==> config.mk <==
export PLATFORM = sky130hd
export DESIGN_NAME = ram_seq_ctrl_flat
export DESIGN_NICKNAME = d
export VERILOG_FILES = /design/src/rtl/ram_seq_ctrl_if.sv /design/src/rtl/ram_seq_ctrl.sv /design/src/flat_wrapper.sv
export SDC_FILE = /design/constraint.sdc
export NUM_CORES = 1
export LEC_CHECK = 0
export CORE_MARGIN = 2
export CORE_UTILIZATION = 47
export DETAILED_ROUTE_END_ITERATION = 16
export GPL_ROUTABILITY_DRIVEN = 1
export PLACE_DENSITY = 0.83
export RECOVER_POWER = 25
export SYNTH_ARGS = -nofsm -noshare
export SYNTH_HDL_FRONTEND = slang
export SYNTH_SLANG_ARGS = --single-unit
==> constraint.sdc <==
create_clock -name i_clk -period 2.9 [get_ports i_clk]
set_clock_uncertainty 0.1 [all_clocks]
set_input_delay 0.58 -clock i_clk [delete_from_list [all_inputs] [get_ports i_clk]]
set_output_delay 0.58 -clock i_clk [all_outputs]
set_load 0.05 [all_outputs]
==> src/rtl/ram_seq_ctrl_if.sv <==
// Signal bundle between ram_seq_ctrl and its request source, data generator, RAM and consumer.
// Pure wiring, no latency; o_err exists only when RAM_SEQ_CTRL_CHECK_EN is defined.
// No backpressure: every o_* is owned by the controller, every i_* by the environment.
interface ram_seq_ctrl_if #(
    parameter int ADDR_W = 6,
    parameter int CNT_W  = 16
);
    logic              i_tx_req;
    logic              o_gen_start;
    logic              i_gen_valid;
    logic [31:0]       i_gen_data;
    logic              o_ram_we;
    logic              o_ram_re;
    logic [ADDR_W-1:0] o_ram_addr;
    logic [31:0]       o_ram_wdata;
    logic [31:0]       i_ram_rdata;
    logic              o_rd_valid;
    logic [31:0]       o_rd_data;
    logic              o_busy;
    logic              o_done;
    logic [CNT_W-1:0]  o_pkt_count;
`ifdef RAM_SEQ_CTRL_CHECK_EN
    logic              o_err;

    modport master (
        input  i_tx_req, i_gen_valid, i_gen_data, i_ram_rdata,
        output o_gen_start, o_ram_we, o_ram_re, o_ram_addr, o_ram_wdata,
               o_rd_valid, o_rd_data, o_busy, o_done, o_pkt_count, o_err
    );
    modport slave (
        output i_tx_req, i_gen_valid, i_gen_data, i_ram_rdata,
        input  o_gen_start, o_ram_we, o_ram_re, o_ram_addr, o_ram_wdata,
               o_rd_valid, o_rd_data, o_busy, o_done, o_pkt_count, o_err
    );
`else
    modport master (
        input  i_tx_req, i_gen_valid, i_gen_data, i_ram_rdata,
        output o_gen_start, o_ram_we, o_ram_re, o_ram_addr, o_ram_wdata,
               o_rd_valid, o_rd_data, o_busy, o_done, o_pkt_count
    );
    modport slave (
        output i_tx_req, i_gen_valid, i_gen_data, i_ram_rdata,
        input  o_gen_start, o_ram_we, o_ram_re, o_ram_addr, o_ram_wdata,
               o_rd_valid, o_rd_data, o_busy, o_done, o_pkt_count
    );
`endif
endinterface

==> src/rtl/ram_seq_ctrl.sv <==
// Packet sequencer: start generator, write PKT_LEN words to RAM, read them back; RAM_SEQ_CTRL_CHECK_EN adds readback check.
// Latency: start 1 clk after request, done PKT_LEN*2+RD_LAT+3 clks after request with contiguous valids.
// Backpressure: generator stalls hold the write counter; reads are never stalled.
module ram_seq_ctrl #(
    parameter int PKT_LEN = 64,
    parameter int ADDR_W  = 6,
    parameter int RD_LAT  = 1,
    parameter int CNT_W   = 16
) (
    input  logic           i_clk,
    input  logic           i_rst,
    ram_seq_ctrl_if.master bus
);
    localparam int CW = ADDR_W + 1;
    localparam logic [CW-1:0] LAST = CW'(PKT_LEN - 1);

    typedef enum logic [2:0] {S_IDLE, S_START, S_WRITE, S_READ, S_DRAIN, S_DONE} state_t;

    state_t            state_q, state_d;
    logic [CW-1:0]     wr_cnt_q, wr_cnt_d;
    logic [CW-1:0]     rd_cnt_q, rd_cnt_d;
    logic [2:0]        drn_cnt_q, drn_cnt_d;
    logic              gen_start_q, gen_start_d;
    logic              we_q, we_d;
    logic              re_q, re_d;
    logic [ADDR_W-1:0] addr_q, addr_d;
    logic [31:0]       wdata_q, wdata_d;
    logic              busy_q, busy_d;
    logic              done_q, done_d;
    logic [CNT_W-1:0]  pkt_cnt_q, pkt_cnt_d;
    logic [RD_LAT-1:0] rd_pipe_q;
    logic [31:0]       rd_hold_q;
    logic              rd_vld;

    always_ff @(posedge i_clk) begin
        if (i_rst) begin
            state_q     <= S_IDLE;
            wr_cnt_q    <= '0;
            rd_cnt_q    <= '0;
            drn_cnt_q   <= '0;
            gen_start_q <= 1'b0;
            we_q        <= 1'b0;
            re_q        <= 1'b0;
            addr_q      <= '0;
            wdata_q     <= '0;
            busy_q      <= 1'b0;
            done_q      <= 1'b0;
            pkt_cnt_q   <= '0;
        end else begin
            state_q     <= state_d;
            wr_cnt_q    <= wr_cnt_d;
            rd_cnt_q    <= rd_cnt_d;
            drn_cnt_q   <= drn_cnt_d;
            gen_start_q <= gen_start_d;
            we_q        <= we_d;
            re_q        <= re_d;
            addr_q      <= addr_d;
            wdata_q     <= wdata_d;
            busy_q      <= busy_d;
            done_q      <= done_d;
            pkt_cnt_q   <= pkt_cnt_d;
        end
    end

    // Outputs are registered from next-state decode, so each takes effect the cycle after its cause.
    always_comb begin
        state_d     = state_q;
        wr_cnt_d    = wr_cnt_q;
        rd_cnt_d    = rd_cnt_q;
        drn_cnt_d   = drn_cnt_q;
        gen_start_d = 1'b0;
        we_d        = 1'b0;
        re_d        = 1'b0;
        addr_d      = addr_q;
        wdata_d     = wdata_q;
        done_d      = 1'b0;
        pkt_cnt_d   = pkt_cnt_q;
        case (state_q)
            S_IDLE: begin
                if (bus.i_tx_req) begin
                    state_d     = S_START;
                    gen_start_d = 1'b1;
                end
            end
            S_START: begin
                state_d  = S_WRITE;
                wr_cnt_d = '0;
            end
            S_WRITE: begin
                if (bus.i_gen_valid) begin
                    we_d     = 1'b1;
                    addr_d   = wr_cnt_q[ADDR_W-1:0];
                    wdata_d  = bus.i_gen_data;
                    wr_cnt_d = wr_cnt_q + 1'b1;
                    if (wr_cnt_q == LAST) begin
                        state_d  = S_READ;
                        rd_cnt_d = '0;
                    end
                end
            end
            S_READ: begin
                re_d     = 1'b1;
                addr_d   = rd_cnt_q[ADDR_W-1:0];
                rd_cnt_d = rd_cnt_q + 1'b1;
                if (rd_cnt_q == LAST) begin
                    state_d   = S_DRAIN;
                    drn_cnt_d = '0;
                end
            end
            S_DRAIN: begin
                if (drn_cnt_q == 3'(RD_LAT)) begin
                    state_d   = S_DONE;
                    done_d    = 1'b1;
                    pkt_cnt_d = pkt_cnt_q + 1'b1;
                end else begin
                    drn_cnt_d = drn_cnt_q + 1'b1;
                end
            end
            S_DONE:  state_d = S_IDLE;
            default: state_d = S_IDLE;
        endcase
        busy_d = (state_d != S_IDLE);
    end

    always_ff @(posedge i_clk) begin
        if (i_rst) begin
            rd_pipe_q <= '0;
            rd_hold_q <= '0;
        end else begin
            rd_pipe_q[0] <= re_q;
            for (int i = 1; i < RD_LAT; i++) rd_pipe_q[i] <= rd_pipe_q[i-1];
            if (rd_vld) rd_hold_q <= bus.i_ram_rdata;
        end
    end

    assign rd_vld = rd_pipe_q[RD_LAT-1];

    // RAM data arrives in the same cycle as o_rd_valid, so it bypasses the hold register.
    assign bus.o_rd_data   = rd_vld ? bus.i_ram_rdata : rd_hold_q;
    assign bus.o_rd_valid  = rd_vld;
    assign bus.o_gen_start = gen_start_q;
    assign bus.o_ram_we    = we_q;
    assign bus.o_ram_re    = re_q;
    assign bus.o_ram_addr  = addr_q;
    assign bus.o_ram_wdata = wdata_q;
    assign bus.o_busy      = busy_q;
    assign bus.o_done      = done_q;
    assign bus.o_pkt_count = pkt_cnt_q;

`ifdef RAM_SEQ_CTRL_CHECK_EN
    logic [31:0] seed_q;
    logic [31:0] chk_idx_q;
    logic        err_q;

    always_ff @(posedge i_clk) begin
        if (i_rst) begin
            seed_q    <= '0;
            chk_idx_q <= '0;
            err_q     <= 1'b0;
        end else begin
            if (state_q == S_WRITE && bus.i_gen_valid && wr_cnt_q == '0) seed_q <= bus.i_gen_data;
            if (state_q == S_START)  chk_idx_q <= '0;
            else if (rd_vld)         chk_idx_q <= chk_idx_q + 1'b1;
            if (rd_vld && bus.i_ram_rdata != seed_q + chk_idx_q) err_q <= 1'b1;
        end
    end

    assign bus.o_err = err_q;
`endif
endmodule

==> src/flat_wrapper.sv <==
// flat-port wrapper written by rule: the top's interface ports become plain ports
module ram_seq_ctrl_flat 
#(
    parameter int PKT_LEN = 64,
    parameter int ADDR_W  = 6,
    parameter int RD_LAT  = 1,
    parameter int CNT_W   = 16
)
  (i_clk, i_rst, bus_i_tx_req, bus_i_gen_valid, bus_i_gen_data, bus_i_ram_rdata, bus_o_gen_start, bus_o_ram_we, bus_o_ram_re, bus_o_ram_addr, bus_o_ram_wdata, bus_o_rd_valid, bus_o_rd_data, bus_o_busy, bus_o_done, bus_o_pkt_count);
  ram_seq_ctrl_if #(.ADDR_W(ADDR_W), .CNT_W(CNT_W)) bus_i ();
  input  logic i_clk;
  input  logic i_rst;
  input wire logic [$bits(bus_i.i_tx_req)-1:0] bus_i_tx_req;
  input wire logic [$bits(bus_i.i_gen_valid)-1:0] bus_i_gen_valid;
  input wire logic [$bits(bus_i.i_gen_data)-1:0] bus_i_gen_data;
  input wire logic [$bits(bus_i.i_ram_rdata)-1:0] bus_i_ram_rdata;
  output wire logic [$bits(bus_i.o_gen_start)-1:0] bus_o_gen_start;
  output wire logic [$bits(bus_i.o_ram_we)-1:0] bus_o_ram_we;
  output wire logic [$bits(bus_i.o_ram_re)-1:0] bus_o_ram_re;
  output wire logic [$bits(bus_i.o_ram_addr)-1:0] bus_o_ram_addr;
  output wire logic [$bits(bus_i.o_ram_wdata)-1:0] bus_o_ram_wdata;
  output wire logic [$bits(bus_i.o_rd_valid)-1:0] bus_o_rd_valid;
  output wire logic [$bits(bus_i.o_rd_data)-1:0] bus_o_rd_data;
  output wire logic [$bits(bus_i.o_busy)-1:0] bus_o_busy;
  output wire logic [$bits(bus_i.o_done)-1:0] bus_o_done;
  output wire logic [$bits(bus_i.o_pkt_count)-1:0] bus_o_pkt_count;
  assign bus_i.i_tx_req = bus_i_tx_req;
  assign bus_i.i_gen_valid = bus_i_gen_valid;
  assign bus_i.i_gen_data = bus_i_gen_data;
  assign bus_i.i_ram_rdata = bus_i_ram_rdata;
  assign bus_o_gen_start = bus_i.o_gen_start;
  assign bus_o_ram_we = bus_i.o_ram_we;
  assign bus_o_ram_re = bus_i.o_ram_re;
  assign bus_o_ram_addr = bus_i.o_ram_addr;
  assign bus_o_ram_wdata = bus_i.o_ram_wdata;
  assign bus_o_rd_valid = bus_i.o_rd_valid;
  assign bus_o_rd_data = bus_i.o_rd_data;
  assign bus_o_busy = bus_i.o_busy;
  assign bus_o_done = bus_i.o_done;
  assign bus_o_pkt_count = bus_i.o_pkt_count;
  ram_seq_ctrl #(.PKT_LEN(PKT_LEN), .ADDR_W(ADDR_W), .RD_LAT(RD_LAT), .CNT_W(CNT_W)) u_core (.i_clk(i_clk), .i_rst(i_rst), .bus(bus_i));
endmodule
Word level (Yosys, flattened, before mapping)
Index checks and enable logic that the tools add are counted.

Add/subtract/negate cells: 4. Eq/ne operators: 11. Multiplexer cells: 21. Bitwise operators: 3. Reductions and logical operators: 14.

Operator list (number): $mux 32 (1); $pmux 7 s2 (2); $mux 3 (7); $mux 7 (3); $add 16x1->16 const B (1); $pmux 3 s5 (1); $add 7x1->7 const B (2); $eq 7x6->1 const B (2); $pmux 6 s2 (1); $reduce_and 2->1 (4); $eq 3x1->1 const B (2); $eq 3x2->1 const B (2); $mux 6 (1); $pmux 3 s2 (1); $reduce_and 3->1 (2); $reduce_bool 2->1 (3); $reduce_or 2->1 (3); $mux 1 (4); $ne 2x1->1 const B (2); $ne 2x2->1 const B (2); $add 3x1->3 const B (1); $eq 3x3->1 const B (1); $logic_not 3->1 (1); $not 1->1 (3); $reduce_bool 3->1 (1).

Bits in registers: 112. Input bits: 68. Output and inout port bits: 92. Word-level logic and storage cells: 67.

Logic depth before layout (Yosys ltp)
Gate-level depths: netlist of run 1.

Word-level depth: 5. Depth in mapped cells: 7. Gate-level depth less buffers: 6.

Worst setup path before layout of run 1
OpenSTA, ideal clock, no wires.

Kind: register to output. Start: register u_core.rd_pipe_q (netlist: u_core.bus.o_rd_valid). End: output port bus_o_rd_data[10]. Data arrival time: 1691 ps. Required time: 2220 ps. Setup slack: 529 ps. Cell stages (with the launch flop): 4. Buffers on the path: 2. Cell sequence: dfxtp_1 clkbuf_1 buf_1 mux2_2.

Cells in the longest elaborated chain, start to end: 1.

Ends and longest elaborated chain: start, declared (line ram_seq_ctrl.sv:31) `logic [RD_LAT-1:0] rd_pipe_q;`; $mux 32 (line ram_seq_ctrl.sv:139) `assign bus.o_rd_data = rd_vld ? bus.i_ram_rdata : rd_hold_q;`; end, declared (line flat_wrapper.sv:23) `output wire logic [$bits(bus_i.o_rd_data)-1:0] bus_o_rd_data;`.

No other way between the ends.

Worst setup path in the final report of run 1
Start: input port bus_i_gen_valid. End: register u_core.addr_q[3] (netlist: u_core.bus.o_ram_addr[3]).

Cells in the longest elaborated chain, start to end: 2.

Ends and longest elaborated chain: start, declared (line flat_wrapper.sv:14) `input wire logic [$bits(bus_i.i_gen_valid)-1:0] bus_i_gen_valid;`; $ne 2x2->1 (no line); $reduce_and 2->1 (no line); end signal, assigned (line ram_seq_ctrl.sv:57) `addr_q <= addr_d;`; end, declared (line ram_seq_ctrl.sv:26) `logic [ADDR_W-1:0] addr_q, addr_d;`.

No other way between the ends. A chain may end at the register's enable or synchronous reset.

==> flow_summary.ini, run 1 <==
[run_status]
status = finished clean

[worst_setup_path]
end_kind = register
cp.arrival_ns = 2.63
path_class = in -> reg
critPathBufInv = 2
cp_top_family = buffers and inverters
startpoint_type = input port
slowest_delay_ns = 0.68
critPathMaxFanout = 41
crit_required_ns = 2.98
crit_chain = dlygate4sd3_1, nor4bb_4, clkbuf_2, nor2_1, nand2_1, a21oi_1
critPathSlowestCell = clkbuf_2

[finish]
utilization = 0.693
multi_input_area_um2 = 2130
final_cell_mix = clkdlybuf4s50_1, dfxtp_1, nand2_1
design_area_um2 = 6430
syn2layout_area_growth_pct = 42.6
final_common_cell = clkdlybuf4s50_1
seq_area_um2 = 2240
nets = 715
num-fill-cells = 770
diodes = 0
drive_gt1_frac = 0.100

[grt]
overflow = 0
grt_pass1_wl_mm = 17.9
grt_max_degree = 71
grtUsageTotal = 0.213
grt_antenna_before_repair = 0
first_global_vias = 3833

[routing]
vias = 4102
drt-initial-drc-count = 297
drc_errors = 0
ant_nets = 0
via_per_inst = 5.29
wl_per_cell_um = 15.0
drt_wl_total_mm = 11.7
dr.pass1.iters = 4

[synthesis]
synth_area_per_cell_um2 = 9.08
synth_edf_count = 0
yosysTopAreaCellShare = 0.497
ys_top_cells_by_area = dfxtp_1, mux2_2, nand2_1
synth.largest_area_cell = dfxtp_1
ys_seq_area_frac = 0.497
ys.warnings.count = 0
synth_nets = 570
ys.flop_type = dfxtp_1
synthArstFlopShare = 0
synth_area_um2 = 4510
synth_cells = 497
ys_ff_latch = 112
synth_cell_type_count = 47

[cts]
cts-root-buf = clkbuf_8
cts_buffers = 9
htreeDepth = 3
clkLatencyLatePin_ns = 0.36
cts_setup_buffers = 0
cts_tree = built
path_clk_slew_ns = 0.10
cts_sinks = 112
clockBufferDepth = 2
cts_hold_buf = 0
post_cts_resized = 0

[die]
io-pin-count = 160
start_util = 0.486
core-area_um2 = 9280
die_w_um = 102
rows = 35
die_area_um2 = 10400
die-height_um = 102

[sta]
rsz0062_at_grt = false
final-max-slew-violation-count = 0
setup_viol = 0
worst_slack_ns = 0.357
tns_ns = 0
fmax_mhz = 393
min_period_ns = 2.54
finalCritPeriodShare = 0.877
final-hold-violation-count = 0
worst_pin_slew_ns = 1.43
slew_headroom = 0.0442

[worst_hold_path]
hold_class = reg -> reg

[placement]
dp_slack_ns = 0.454
port_buffers = 159
hpwl_mm = 8.48
place_area_um2 = 6260
gp_congestion = 0.896

[pwr]
vdd_drop_max_mv = 0.279
power.leakage_nw = 2.38
finalPower_w = 0.00282
cellPowerDensity_nw_per_um2 = 439

[run]
cap_violations = 0
power breakdown:
| group | switching [W] | internal [W] | total [W] |
|---|---|---|---|
| clock network | 0.000514 | 0.000409 | 0.000923 |
| registers | 0.0000194 | 0.00156 | 0.00158 |
| logic | 0.000173 | 0.000144 | 0.000318 |
kinds of logic after synthesis:
family	synth area share
buffers and inverters	0.0319
muxes	0.0821
xor gates and xnor gates	0.0233
DFF	0.497
adders and majority gates	0.0139
AOI/OAI and AO/OA	0.121
and+or+nand+nor	0.230
path summary, 6_finish.rpt:
kind / start / to / slack (ns) / depth (start not counted)
setup / recovery: bus_i_gen_valid / u_core.bus.o_ram_addr[3]$_SDFFE_PP0P_ / 0.36 / 6
hold / removal: u_core.bus.o_ram_wdata[19]$_SDFFE_PP0P_ / u_core.bus.o_ram_wdata[19]$_SDFFE_PP0P_ / 0.36 / 2
setup reg to reg: u_core.state_q[2]$_SDFF_PP0_ / u_core.bus.o_pkt_count[13]$_SDFFE_PP0P_ / 0.60 / 4
hold reg to reg: u_core.bus.o_ram_wdata[19]$_SDFFE_PP0P_ / u_core.bus.o_ram_wdata[19]$_SDFFE_PP0P_ / 0.36 / 2
registers in the layout, summed over array words and instances, names as in the netlist, 3 cells and up:
signal and flops:
u_core.drn_cnt_q 3, u_core.rd_cnt_q 7, u_core.bus.o_pkt_count 16, u_core.rd_hold_q 32, u_core.state_q 3, u_core.wr_cnt_q 7, u_core.bus.o_ram_addr 6, u_core.bus.o_ram_wdata 32
routing by layer:
metal,up-vias,wire length [µm],track usage
li1,2009,-,-
met5,-,0,0
met1,1917,4880,0.259
met2,166,5680,0.377
met3,10,960,0.0451
met4,0,140,0.0677
layout make-up:
type                    count  share of cell area
multi-input cells         349               0.332
repair buffers            164               0.260
clock buffers              11              0.0204
clock inverters             5             0.00992
flip-flops and latches    112               0.349
inverters                   6             0.00350
well taps                 129              0.0251
worst reg2reg max path, cell delays in order (launching register included):
cell and delay, ns:
dfxtp_1 0.69, and3b_1 0.43, nand4_2 0.27, or4_1 0.54, a21oi_1 0.17
through the flow:
step / hold WS, ns / cells
floorplan: 0.354 / 497
global placement: 0.341 / 760
detailed placement: 0.349 / 760
CTS: 0.363 / 776
global route: 0.390 / 776
finish: 0.360 / 776
cells in the mapped netlist, types with 2 or more instances:
library cell,n
xor2_1,5
nand2b_1,3
a311oi_1,2
dfxtp_1,112
a22oi_1,4
inv_1,6
or4_1,5
nor2b_1,3
a2111oi_0,2
clkbuf_1,21
or3_1,7
nor2_1,26
nand4_1,10
buf_2,4
nor3b_1,2
xnor2_1,7
nand3_1,9
o21ai_0,15
nor4_1,3
nand2_1,85
buf_1,4
o31ai_1,6
mux2_2,32
a211oi_1,4
and2_1,32
nor3_1,3
and3b_1,2
nand3b_1,4
a21oi_1,55
and3_1,3
ha_1,5
Power figures use the tool's default switching activity.
==> run 2, diff against run 1 <==
--- a/config.mk
+++ b/config.mk
@@ -5,11 +5,12 @@
 export SDC_FILE = /design/constraint.sdc
 export NUM_CORES = 1
 export LEC_CHECK = 0
+export CAP_MARGIN = 20
 export CORE_MARGIN = 2
-export CORE_UTILIZATION = 47
+export CORE_UTILIZATION = 48
 export DETAILED_ROUTE_END_ITERATION = 16
 export GPL_ROUTABILITY_DRIVEN = 1
-export PLACE_DENSITY = 0.83
+export PLACE_DENSITY = 0.85
 export RECOVER_POWER = 25
 export SYNTH_ARGS = -nofsm -noshare
 export SYNTH_HDL_FRONTEND = slang
==> flow_summary.ini, run 2 (synthesized netlist as in run 1, its figures left out) <==
[pwr]
vdd_drop_max_mv = 0.222
finalPower_w = 0.00275
power.leakage_nw = 2.34
cellPowerDensity_nw_per_um2 = 435

[cts]
htreeDepth = 3
post_cts_resized = 0
clockBufferDepth = 2
cts_hold_buf = 0
cts_buffers = 9
clkLatencyLatePin_ns = 0.36
cts_tree = built
cts-root-buf = clkbuf_8
path_clk_slew_ns = 0.10
cts_sinks = 112
cts_setup_buffers = 0

[finish]
utilization = 0.688
diodes = 0
final_cell_mix = clkdlybuf4s50_1, dfxtp_1, nand2_1
drive_gt1_frac = 0.111
design_area_um2 = 6330
final_common_cell = clkdlybuf4s50_1
nets = 714
syn2layout_area_growth_pct = 40.2

[worst_setup_path]
cp.depth = 1
rrSetupSlack_ns = 0.59
critPathMaxFanout = 7
cp.arrival_ns = 1.68
cp-startpoint = u_core.bus.o_pkt_count[3]$_SDFFE_PP0P_
crit_required_ns = 2.22
cp-endpoint = bus_o_pkt_count[3]
startpoint_type = register
critPathSlowestCell = clkdlybuf4s50_1
rr_startpoint = u_core.state_q[2]$_SDFF_PP0_
cp_top_family = buffers and inverters
path_class = reg -> out
crit_chain = clkdlybuf4s50_1
critPathBufInv = 1
slowest_delay_ns = 0.85
end_kind = output port
rr_endpoint = u_core.bus.o_pkt_count[11]$_SDFFE_PP0P_
rr_worst_depth = 4

[grt]
grt_pass1_wl_mm = 18.0
grt_antenna_before_repair = 0
overflow = 0
grt_max_degree = 71
grtUsageTotal = 0.218
first_global_vias = 3862

[die]
rows = 35
start_util = 0.490
die_w_um = 101
core-area_um2 = 9200
io-pin-count = 160
die-height_um = 101
die_area_um2 = 10200

[routing]
drt_wl_total_mm = 11.6
ant_nets = 0
drt-initial-drc-count = 220
vias = 4091
dr.pass1.iters = 4
via_per_inst = 5.40
wl_per_cell_um = 15.3
drc_errors = 0

[placement]
port_buffers = 159
gp_congestion = 0.904
hpwl_mm = 8.32
place_area_um2 = 6150

[sta]
setup_viol = 0
finalCritPeriodShare = 0.814
min_period_ns = 2.36
tns_ns = 0
slew_headroom = 0.0615
fmax_mhz = 424
worst_pin_slew_ns = 1.41
final-hold-violation-count = 0
final-max-slew-violation-count = 0
rsz0062_at_grt = false

[run]
cap_violations = 0

[worst_hold_path]
hold_class = reg -> reg

[run_status]
status = finished clean
[run 2: changes by cell type in the layout (fill, tap and decap cells not counted), sizes merged]
cell / previous run / this run
buf: 37 / 36
bufinv: 1 / 0
clkinv: 1 / 2
inv: 8 / 9
clkbuf: 13 / 12
[run 2: layer usage]
layer  wire length (µm)  global-route usage  vias to the layer above
li1                   -                   -                     2014
met3                815              0.0423                       18
met5                  0                   0                        -
met1               4690               0.253                     1887
met2               5840               0.393                      172
met4                213              0.0863                        0
[run 2: worst min path at each step]
stage               slack [ns]                                      end                               startpoint  cells past startpoint
finish                    0.36  u_core.bus.o_ram_wdata[10]$_SDFFE_PP0P_  u_core.bus.o_ram_wdata[10]$_SDFFE_PP0P_                      2
global route              0.38  u_core.bus.o_ram_wdata[19]$_SDFFE_PP0P_  u_core.bus.o_ram_wdata[19]$_SDFFE_PP0P_                      2
CTS                       0.36   u_core.bus.o_ram_wdata[8]$_SDFFE_PP0P_   u_core.bus.o_ram_wdata[8]$_SDFFE_PP0P_                      2
detailed placement        0.35   u_core.bus.o_ram_wdata[8]$_SDFFE_PP0P_   u_core.bus.o_ram_wdata[8]$_SDFFE_PP0P_                      2
global placement          0.34  u_core.bus.o_ram_wdata[17]$_SDFFE_PP0P_  u_core.bus.o_ram_wdata[17]$_SDFFE_PP0P_                      2
floorplan                 0.35          u_core.rd_cnt_q[6]$_SDFFE_PP0P_          u_core.rd_cnt_q[6]$_SDFFE_PP0P_                      2
[run 2: power by group]
group	internal (W)	switching, W	total (W)
combinational	0.000144	0.000172	0.000315
clock	0.000326	0.000534	0.000860
sequential	0.00156	0.0000185	0.00158
total	0.00203	0.000724	0.00275
[run 2: final cells by class]
| type | count | area (µm²) |
|---|---|---|
| timing repair buffer | 163 | 1610 |
| multi-input combinational | 349 | 2140 |
| clock buffer | 10 | 128 |
| fill | 735 | 2870 |
| tap | 111 | 139 |
| sequential | 112 | 2240 |
| clock inverter | 6 | 50.0 |
| inverter | 6 | 22.5 |
[run 2: per-stage QoR]
step	instances	setup WS [ns]	hold WS, ns
finish	757	0.540	0.360
detailed placement	741	0.425	0.346
floorplan	497	0.529	0.354
global placement	741	0.524	0.341
CTS	757	0.536	0.361
global route	757	0.444	0.379
==> run 3, diff against run 2 <==
--- a/config.mk
+++ b/config.mk
@@ -7,10 +7,10 @@
 export LEC_CHECK = 0
 export CAP_MARGIN = 20
 export CORE_MARGIN = 2
-export CORE_UTILIZATION = 48
+export CORE_UTILIZATION = 45
 export DETAILED_ROUTE_END_ITERATION = 16
 export GPL_ROUTABILITY_DRIVEN = 1
-export PLACE_DENSITY = 0.85
+export PLACE_DENSITY = 0.8
 export RECOVER_POWER = 25
 export SYNTH_ARGS = -nofsm -noshare
 export SYNTH_HDL_FRONTEND = slang
==> constraint.sdc (replaced) <==
create_clock -name i_clk -period 2.26 [get_ports i_clk]
set_clock_uncertainty 0.1 [all_clocks]
set_input_delay 0.452 -clock i_clk [delete_from_list [all_inputs] [get_ports i_clk]]
set_output_delay 0.452 -clock i_clk [all_outputs]
set_load 0.05 [all_outputs]
==> flow_summary.ini, run 3 (synthesized netlist as in run 1, its figures left out) <==
[run_status]
status = finished clean

[pwr]
seqPwrFrac = 0.572
power.leakage_nw = 2.49
cellPowerDensity_nw_per_um2 = 548
combPwrFrac = 0.118
vdd_drop_max_mv = 0.406
p_int_w = 0.00264
swShare = 0.255
p_switching_w = 0.000902
p_clk_frac = 0.310

[worst_hold_path]
hold_class = reg -> reg
whs_path_depth = 2

[cts]
path_clk_slew_ns = 0.11
clockBufferDepth = 2
htreeDepth = 3
cts_buffers = 9
cts_setup_buffers = 0
clkLatencyLatePin_ns = 0.36
cts_sinks = 112
cts_tree = built
cts-root-buf = clkbuf_8

[sta]
setup_viol = 0
worst_slack_ns = 0.0690
finalCritPeriodShare = 0.969
final-hold-violation-count = 0
fmax_mhz = 456
slew_headroom = 0.0716
tns_ns = 0
rsz0062_at_grt = false
min_period_ns = 2.19
worst_pin_slew_ns = 1.39
final-max-slew-violation-count = 0

[placement]
place_area_um2 = 6280
dp_slack_ns = -0.0143
placedCellCount = 772
gp_congestion = 0.822
hpwl_mm = 8.08
port_buffers = 159

[worst_setup_path]
slowest_delay_ns = 0.84
crit_required_ns = 1.71
rr_worst_depth = 4
crit_chain = clkdlybuf4s50_1
critPathSlowestCell = clkdlybuf4s50_1
end_kind = output port
critPathBufInv = 1
startpoint_type = register
cp_top_family = buffers and inverters
cp.arrival_ns = 1.64
cp.depth = 1
path_class = reg -> out
critPathMaxFanout = 5

[finish]
diodes = 0
design_area_um2 = 6450
nets = 723
final_cell_mix = clkdlybuf4s50_1, dfxtp_1, nand2_1
drive_gt1_frac = 0.122
syn2layout_area_growth_pct = 43.1
final_common_cell = clkdlybuf4s50_1
final_cells = 788

[grt]
first_global_vias = 3951
grt_max_degree = 71
grtUsageTotal = 0.206
grt_antenna_before_repair = 0
overflow = 0
grt_pass1_wl_mm = 18.7

[routing]
ant_nets = 0
drt_wl_total_mm = 11.0
via_per_inst = 5.18
dr.pass1.iters = 4
wl_per_cell_um = 14.0
vias = 4082
drt-initial-drc-count = 219
drc_errors = 0

[die]
core-area_um2 = 9730
io-pin-count = 160
rows = 36
start_util = 0.464
die_area_um2 = 10800
die-height_um = 104
die_w_um = 104

[run]
cap_violations = 0
run 3: cell count changes in the layout (fill, tap and decap cells not counted), moves of 2 or more:
cell             before  now
buf_12                6    8
buf_4                30   37
clkdlybuf4s50_1     124  119
dlymetal6s2s_1        0    5
run 3: timing repair:
item                                    CTS  global route
hold buffers                              0             0
gates resized for setup                   0             6
endpoints found under the setup margin    0             6
run 3: worst paths after layout:
path                                                              start                                 endpoint  slack (ns)
worst max-delay path             u_core.bus.o_pkt_count[5]$_SDFFE_PP0P_                       bus_o_pkt_count[5]        0.07
worst min register to register  u_core.bus.o_ram_wdata[12]$_SDFFE_PP0P_  u_core.bus.o_ram_wdata[12]$_SDFFE_PP0P_        0.36
worst min-delay path            u_core.bus.o_ram_wdata[12]$_SDFFE_PP0P_  u_core.bus.o_ram_wdata[12]$_SDFFE_PP0P_        0.36
worst max register to register   u_core.bus.o_pkt_count[4]$_SDFFE_PP0P_  u_core.bus.o_pkt_count[12]$_SDFFE_PP0P_        0.19
run 3: power by group through the flow:
| stage | registers [W] | clock network [W] | logic [W] |
|---|---|---|---|
| final | 0.00203 | 0.00110 | 0.000418 |
| after global routing | 0.00203 | 0.00122 | 0.000448 |
| after floorplan | 0.00214 | 0 | 0.000135 |
| after CTS | 0.00203 | 0.00114 | 0.000425 |
| after detailed placement | 0.00207 | 0 | 0.000422 |
| after global placement | 0.00207 | 0 | 0.000415 |
run 3: layout make-up:
type | count | area, µm²
clock buffer | 11 | 141
clock inverter | 5 | 38.8
fill | 808 | 3270
inverter | 6 | 22.5
multi-input combinational | 349 | 2140
sequential | 112 | 2240
tap | 133 | 166
timing repair buffer | 172 | 1700
run 3: tightest hold or removal path: stages, from the launching register on:
cell	delay, ns
dfxtp_1	0.32
nand2_1	0.05
a21oi_1	0.05
run 3: through the flow:
stage	hold slack (ns)	utilization	total power, W
floorplan	0.354	-	0.00227
global placement	0.341	0.646	0.00248
detailed placement	0.349	0.646	0.00249
CTS	0.358	0.664	0.00359
global route	0.382	0.663	0.00370
finish	0.359	0.663	0.00354
run 3: layer usage:
metal  global-route usage  vias to the layer above  share of wire
met5                    0                        -              0
met4               0.0589                        0          0.016
met3               0.0915                       20           0.11
met2                0.324                      178           0.43
met1                0.257                     1861           0.44
li1                     -                     2023              -
